**src/rtl/btn_conditioner.sv**
```systemverilog
// btn_conditioner: 2-flop synchronizers, per-button debounce with registered press/release
// pulses, and code capture on press. Long-press detection is built only with BTN_LONG_PRESS_EN.
module btn_conditioner #(
  parameter int NBTN            = 2,
  parameter int CODE_W          = 7,
  parameter int DEBOUNCE_CYCLES = 16,
  parameter int BTN_ACTIVE_LOW  = 0,
  parameter int LONG_CYCLES     = 4096
) (
  input  logic              clk,
  input  logic              rst_n,
  input  logic [NBTN-1:0]   btn_raw,
  input  logic [CODE_W-1:0] code_raw,
  output logic [NBTN-1:0]   btn_level,
  output logic [NBTN-1:0]   press_pulse,
  output logic [NBTN-1:0]   release_pulse,
  output logic [CODE_W-1:0] code_out,
  output logic              code_valid,
  output logic [NBTN-1:0]   long_pulse
);

  localparam int              CNT_W    = $clog2(DEBOUNCE_CYCLES + 1);
  localparam logic [CNT_W-1:0] CNT_LAST = CNT_W'(DEBOUNCE_CYCLES - 1);
  localparam logic [NBTN-1:0] POL_MASK = (BTN_ACTIVE_LOW != 0) ? {NBTN{1'b1}} : {NBTN{1'b0}};

  logic [NBTN-1:0]   btn_meta_q, btn_meta_d, btn_sync_q, btn_sync_d;
  logic [CODE_W-1:0] code_meta_q, code_meta_d, code_sync_q, code_sync_d;
  logic [NBTN-1:0]   btn_s;
  logic [NBTN-1:0]   stable_q, stable_d;
  logic [NBTN-1:0]   press_q, press_d;
  logic [NBTN-1:0]   release_q, release_d;
  logic [CNT_W-1:0]  cnt_q [NBTN];
  logic [CNT_W-1:0]  cnt_d [NBTN];
  logic [CODE_W-1:0] code_q, code_d;
  logic              code_valid_q, code_valid_d;

  // Next-state for synchronizers, debounce counters, pulses and code capture.
  always_comb begin
    btn_meta_d  = btn_raw;
    btn_sync_d  = btn_meta_q;
    code_meta_d = code_raw;
    code_sync_d = code_meta_q;
    btn_s       = btn_sync_q ^ POL_MASK;
    stable_d    = stable_q;
    press_d     = {NBTN{1'b0}};
    release_d   = {NBTN{1'b0}};
    for (int i = 0; i < NBTN; i++) begin
      cnt_d[i] = cnt_q[i];
      if (btn_s[i] == stable_q[i]) begin
        cnt_d[i] = {CNT_W{1'b0}};
      end else if (cnt_q[i] == CNT_LAST) begin
        // The pulse is decided in the same cycle the stable level flips.
        stable_d[i]  = btn_s[i];
        press_d[i]   = btn_s[i];
        release_d[i] = ~btn_s[i];
        cnt_d[i]     = {CNT_W{1'b0}};
      end else begin
        cnt_d[i] = cnt_q[i] + CNT_W'(1);
      end
    end
    code_valid_d = |press_d;
    if (code_valid_d) begin
      code_d = code_sync_q;
    end else begin
      code_d = code_q;
    end
  end

  // State registers with asynchronous active-low reset.
  always_ff @(posedge clk or negedge rst_n) begin
    if (!rst_n) begin
      btn_meta_q   <= {NBTN{1'b0}};
      btn_sync_q   <= {NBTN{1'b0}};
      code_meta_q  <= {CODE_W{1'b0}};
      code_sync_q  <= {CODE_W{1'b0}};
      stable_q     <= {NBTN{1'b0}};
      press_q      <= {NBTN{1'b0}};
      release_q    <= {NBTN{1'b0}};
      code_q       <= {CODE_W{1'b0}};
      code_valid_q <= 1'b0;
      for (int i = 0; i < NBTN; i++) begin
        cnt_q[i] <= {CNT_W{1'b0}};
      end
    end else begin
      btn_meta_q   <= btn_meta_d;
      btn_sync_q   <= btn_sync_d;
      code_meta_q  <= code_meta_d;
      code_sync_q  <= code_sync_d;
      stable_q     <= stable_d;
      press_q      <= press_d;
      release_q    <= release_d;
      code_q       <= code_d;
      code_valid_q <= code_valid_d;
      for (int i = 0; i < NBTN; i++) begin
        cnt_q[i] <= cnt_d[i];
      end
    end
  end

  assign btn_level     = stable_q;
  assign press_pulse   = press_q;
  assign release_pulse = release_q;
  assign code_out      = code_q;
  assign code_valid    = code_valid_q;

`ifdef BTN_LONG_PRESS_EN
  localparam int               HOLD_W    = $clog2(LONG_CYCLES + 1);
  localparam logic [HOLD_W-1:0] HOLD_MAX  = HOLD_W'(LONG_CYCLES);
  localparam logic [HOLD_W-1:0] HOLD_LAST = HOLD_W'(LONG_CYCLES - 1);

  logic [HOLD_W-1:0] hold_q [NBTN];
  logic [HOLD_W-1:0] hold_d [NBTN];
  logic [NBTN-1:0]   long_q, long_d;

  // Hold counters saturate at LONG_CYCLES so the long pulse fires once per press.
  always_comb begin
    long_d = {NBTN{1'b0}};
    for (int i = 0; i < NBTN; i++) begin
      if (!stable_q[i]) begin
        hold_d[i] = {HOLD_W{1'b0}};
      end else if (hold_q[i] != HOLD_MAX) begin
        hold_d[i] = hold_q[i] + HOLD_W'(1);
        long_d[i] = (hold_q[i] == HOLD_LAST);
      end else begin
        hold_d[i] = hold_q[i];
      end
    end
  end

  // Long-press registers.
  always_ff @(posedge clk or negedge rst_n) begin
    if (!rst_n) begin
      long_q <= {NBTN{1'b0}};
      for (int i = 0; i < NBTN; i++) begin
        hold_q[i] <= {HOLD_W{1'b0}};
      end
    end else begin
      long_q <= long_d;
      for (int i = 0; i < NBTN; i++) begin
        hold_q[i] <= hold_d[i];
      end
    end
  end

  assign long_pulse = long_q;
`else
  assign long_pulse = {NBTN{1'b0}};
`endif

endmodule
```
**config.mk**
```make
export PLATFORM = sky130hd
export DESIGN_NAME = btn_conditioner
export DESIGN_NICKNAME = d
export VERILOG_FILES = /design/src/rtl/btn_conditioner.sv
export SDC_FILE = /design/constraint.sdc
export NUM_CORES = 1
export LEC_CHECK = 0
export CAP_MARGIN = 15
export CORE_MARGIN = 2
export CORE_UTILIZATION = 25
export CTS_CLUSTER_SIZE = 28
export DETAILED_ROUTE_END_ITERATION = 8
export MAX_ROUTING_LAYER = met4
export SYNTH_ARGS = -nofsm -noshare
export SYNTH_HDL_FRONTEND = slang
export SYNTH_SLANG_ARGS = --single-unit
```
**constraint.sdc**
```tcl
create_clock -name clk -period 2.2 [get_ports clk]
set_input_delay 0.44 -clock clk [delete_from_list [all_inputs] [get_ports clk]]
set_output_delay 0.44 -clock clk [all_outputs]
set_load 0.02 [all_outputs]
```
Word-level counts from Yosys, hierarchy flattened
Index checks and enable logic that the tools add are counted.
Word-level totals
  register bits after elaboration: 42
  input port bits: 11
  output and inout port bits: 16
  word-level logic and storage cells: 37
Operators by class
  add/sub/neg operators: 2
  equality and inequality tests: 4
  mux-type cells: 12
  bitwise gates (word level): 4
  reduce and logical (&&, ||, !) cells: 3
Operator list (number)
  $mux W5: 4
  $add A5 B1 Y5 const B: 2
  $eq A5 B4 Y1 const B: 2
  $mux W1: 8
  $not A1 Y1: 4
  $reduce_and A2 Y1: 2
  $eq A1 B1 Y1: 2
  $reduce_or A2 Y1: 1

Logic depth before layout (Yosys ltp)
  depth after elaboration: 4
  mapped depth: 4
  mapped depth without buffers: 4

Worst setup path after synthesis
OpenSTA, ideal clock, no wires.
  kind: register to register
  start: register cnt_q[5] (netlist bit)
  end: register code_q[0] (netlist: code_out[0])
  setup time: 0.125 ns
  arrival time: 1.387 ns
  data required time: 2.075 ns
  setup slack: 0.688 ns
  stages on the path, launching flop included: 5
  cell sequence: dfrtp_1 ha_1 nand4b_4 o22ai_4 mux2_4
Between the ends
  longest elaborated chain between the ends: 4
RTL lines
  start: declaration: line 32  | logic [CNT_W-1:0] cnt_q [NBTN];
  start signal: indexed assignment: line 82  | cnt_q[i] <= {CNT_W{1'b0}};
  start signal: indexed assignment: line 95  | cnt_q[i] <= cnt_d[i];
  $eq A5 B4 Y1: line 51  | end else if (cnt_q[i] == CNT_LAST) begin
  $mux W1: line 51
  $mux W1: line 49  | if (btn_s[i] == stable_q[i]) begin
  $reduce_or A2 Y1: line 61  | code_valid_d = |press_d;
  named net code_valid_d: line 35  | logic code_valid_q, code_valid_d;
  end signal: assignment: line 79  | code_q <= {CODE_W{1'b0}};
  end signal: assignment: line 92  | code_q <= code_d;
  end: declaration: line 34  | logic [CODE_W-1:0] code_q, code_d;
The timed path passes the listed nets, and every way through them passes these cells.
A chain may end at the register's enable or synchronous reset.

Final worst setup path
  start: register stable_q[0] (netlist: btn_level[0])
  end: output port btn_level[0]
RTL lines
  start: declaration: line 29  | logic [NBTN-1:0] stable_q, stable_d;
  start signal: assignment: line 76  | stable_q <= {NBTN{1'b0}};
  start signal: assignment: line 89  | stable_q <= stable_d;
  end: declaration: line 14  | output logic [NBTN-1:0] btn_level,
No word-level cell between the ends.

==> key figures <==
Outcome
  – Outcome: completed

Finish
  – Fraction of layout cells with a size suffix above 1: 18.5%
  – Finished Layout Cells: 191
  – Synth-to-Final Area Change: 29.8%
  – Fillers: 535
  – Area of the multi-input gates: 393 sq um
  – Final Util: 33.9%
  – N_diodes: 0
  – Nets: 131
  – Flip-flop and latch area: 1050 sq um

Yosys
  – Post-synthesis register bit count: 42
  – Top cell type's share of synthesized area: 72.2%
  – Synth cell count leaders: dfrtp_1, mux2_4, nor2_1, xor2_1, nand2_1
  – Number of enable flip-flop cells after synthesis: 0
  – Top-count cell post-synth: dfrtp_1
  – Cells after Synth: 87
  – Cell taking the most area after synthesis: dfrtp_1
  – Post-synth cell types: 17
  – Post-synth ARST share: 100%
  – Yosys warns: 0
  – Main synth FF type: dfrtp_1
  – Mean Syn Cell Area: 16.7 sq um
  – Mapped Area: 1460 sq um
  – Sequential area share after synthesis: 72.2%
  – Top cells by area, synth: dfrtp_1, mux2_4, xor2_1

Global route
  – Vias in the first global route: 772
  – Largest net degree at the start of global routing: 43
  – Antenna violations before repair: 0
  – All-Layer GR Usage: 8.31%
  – Grt total ovfl: 0
  – First-pass GRT wire length: 3860 um

Route
  – Routed vias/inst: 3.84
  – 1st-pass router iterations: 4
  – Via Count: 733
  – DR iter-0 viols: 28
  – Drt drc: 0
  – DRT Wirelength: 2300 um
  – DR WL/cell: 12.0 um
  – DRT antenna net count: 0

Power
  – PwrDens: 778 nW/um^2
  – Cell leakage power: 0.000940 uW
  – Peak VDD IR: 0.000339 V

Clocking
  – H-tree levels: 2
  – Clock sink count: 42
  – CTS tree: built
  – CTS Buf Count: 5
  – Clock Latency Late Sink: 0.29 ns
  – Post-CTS Setup Inserts: 0
  – CTS Hold Buffers Added: 0
  – PostCTS Resize Cnt: 0
  – Clock tree buffer depth: 2
  – Root Buffer: clkbuf_8
  – Clock Pin Slew Worst Setup and Hold Paths: 0.08 ns

STA
  – Min Tclk post-route: 1.78 ns
  – RSZ-0062 raised after global routing: false
  – Final Cycle Share: 80.8%
  – Worst Tran Pin Value: 0.516 ns
  – Sum Neg Setup Slack: 0 ns
  – Fmax: 0.562 GHz
  – Hold Violations, Final: 0
  – Final Skew: 0.00418 ns
  – Endpoints failing setup: 0
  – Fin. max-slew vios: 0
  – Max_slew headroom: 65.6%

Worst setup path
  – Top Family by Delay on Critical Path: buffers and inverters
  – Reg2reg setup slack: 0.55 ns
  – CP peak stage delay: 0.64 ns
  – Worst path bufs/invs: 1
  – Critical path, cell by cell: clkdlybuf4s50_1
  – Worst Path Arrival: 1.34 ns
  – CP Class: reg -> out
  – Max Fanout on Critical Path: 5
  – CP Capture Type: output pin
  – Critical path's slowest cell: clkdlybuf4s50_1
  – Critical Path Source Type: flip-flop
  – Worst EP required: 1.76 ns

Floorplan
  – Die X-Extent: 80.3 um
  – IO Count: 27
  – Initial Util: 26.1%
  – Die Height: 80.3 um
  – Num rows: 27
  – Core footprint: 5570 sq um
  – Area of the die: 6450 sq um

Run
  – Max_cap viols: 0

Place
  – Input/output buffers: 24
  – Placed insts: 183
  – Routability cong.: 0.705
  – HPWL after detailed placement: 1630 um

Worst hold path
  – HP Class: in -> async
[stage by stage]
| stage | power, uW | hold slack [ns] | cell area [sq um] | setup WS [ns] |
|---|---|---|---|---|
| 2_1_floorplan | 848 | 0.144 | 1460 | 0.688 |
| 3_3_place_gp | 883 | 0.332 | 1780 | 0.625 |
| 3_5_place_dp | 888 | 0.336 | 1780 | 0.543 |
| 4_1_cts | 1490 | 0.210 | 1890 | 0.396 |
| 5_1_grt | 1550 | 0.234 | 1890 | 0.328 |
| 6_report | 1470 | 0.197 | 1890 | 0.421 |
[flip-flops by register name, indices dropped and copies added (netlist names), 2 cells and up]
name	cells
cnt_q	10
code_meta_q	7
press_pulse	2
btn_meta_q	2
btn_s	2
code_sync_q	7
btn_level	2
code_out	7
release_pulse	2
[final cells by class]
cell class / count / area share [%]
Sequential cell: 42 / 55.6
Clock buffer: 5 / 3.64
Multi-Input combinational cell: 44 / 20.8
Timing Repair Buffer: 25 / 12.8
Tap cell: 72 / 4.77
Clock inverter: 3 / 2.32
[worst paths after layout]
path / cells past startpoint / to / from
min reg2reg: 0 / btn_s[1]$_DFF_PN0_ / btn_meta_q[1]$_DFF_PN0_
max in group asynchronous: 2 / btn_s[0]$_DFF_PN0_ / rst_n
min in group clk: 0 / btn_s[1]$_DFF_PN0_ / btn_meta_q[1]$_DFF_PN0_
max reg2reg: 4 / code_out[6]$_DFFE_PN0P_ / cnt_q[5]$_DFF_PN0_
min: 2 / release_pulse[1]$_DFF_PN0_ / rst_n
max: 1 / btn_level[0] / btn_level[0]$_DFFE_PN0P_
[cells in the final DEF, fill, tap and decap left out, types with 2 or more instances in the layout]
cell type        synthesis  layout
nand3_1                  2       2
mux2_2                   2       2
conb_1                   1       2
nand2b_1                 2       2
xor2_1                   6       6
clkbuf_8                 0       5
clkdlybuf4s50_1          0      23
nor2_1                   6       6
mux2_4                   7       7
and3_1                   2       2
nor3b_1                  2       2
nand2_1                  4       4
a31oi_1                  2       2
dfrtp_1                 42      42
ha_1                     2       2
and2_1                   2       2
nand4b_4                 2       2
[power breakdown]
part           total, uW  internal, uW  leakage [uW]  switching [uW]
registers            811           797      0.000540            14.7
logic               58.8          26.5      0.000342            32.3
clock network        599           340     0.0000585             259
[routing by layer]
metal	part of all wire (%)	wire length [um]	GRT usage [%]	vias up
met5	0	0	-	-
met4	0.74	17	5.08	0
met3	4.1	94	2.47	2
met2	53	1210	12.8	16
met1	42	972	9.58	366
li1	-	-	-	349
[cells by family after synthesis]
logic type / count (synthesis) / synth area share (%)
AO/OA/AOI/OAI: 3 / 2.24
XOR/XNOR: 6 / 3.61
adder cells (fa/ha/maj): 2 / 1.72
buffers and inverters: 2 / 1.03
flip-flops: 42 / 72.2
multiplexers: 9 / 8.77
other: 1 / 0.258
AND/OR/NAND/NOR: 22 / 10.1
No activity file was read; power rests on OpenSTA's default activity.
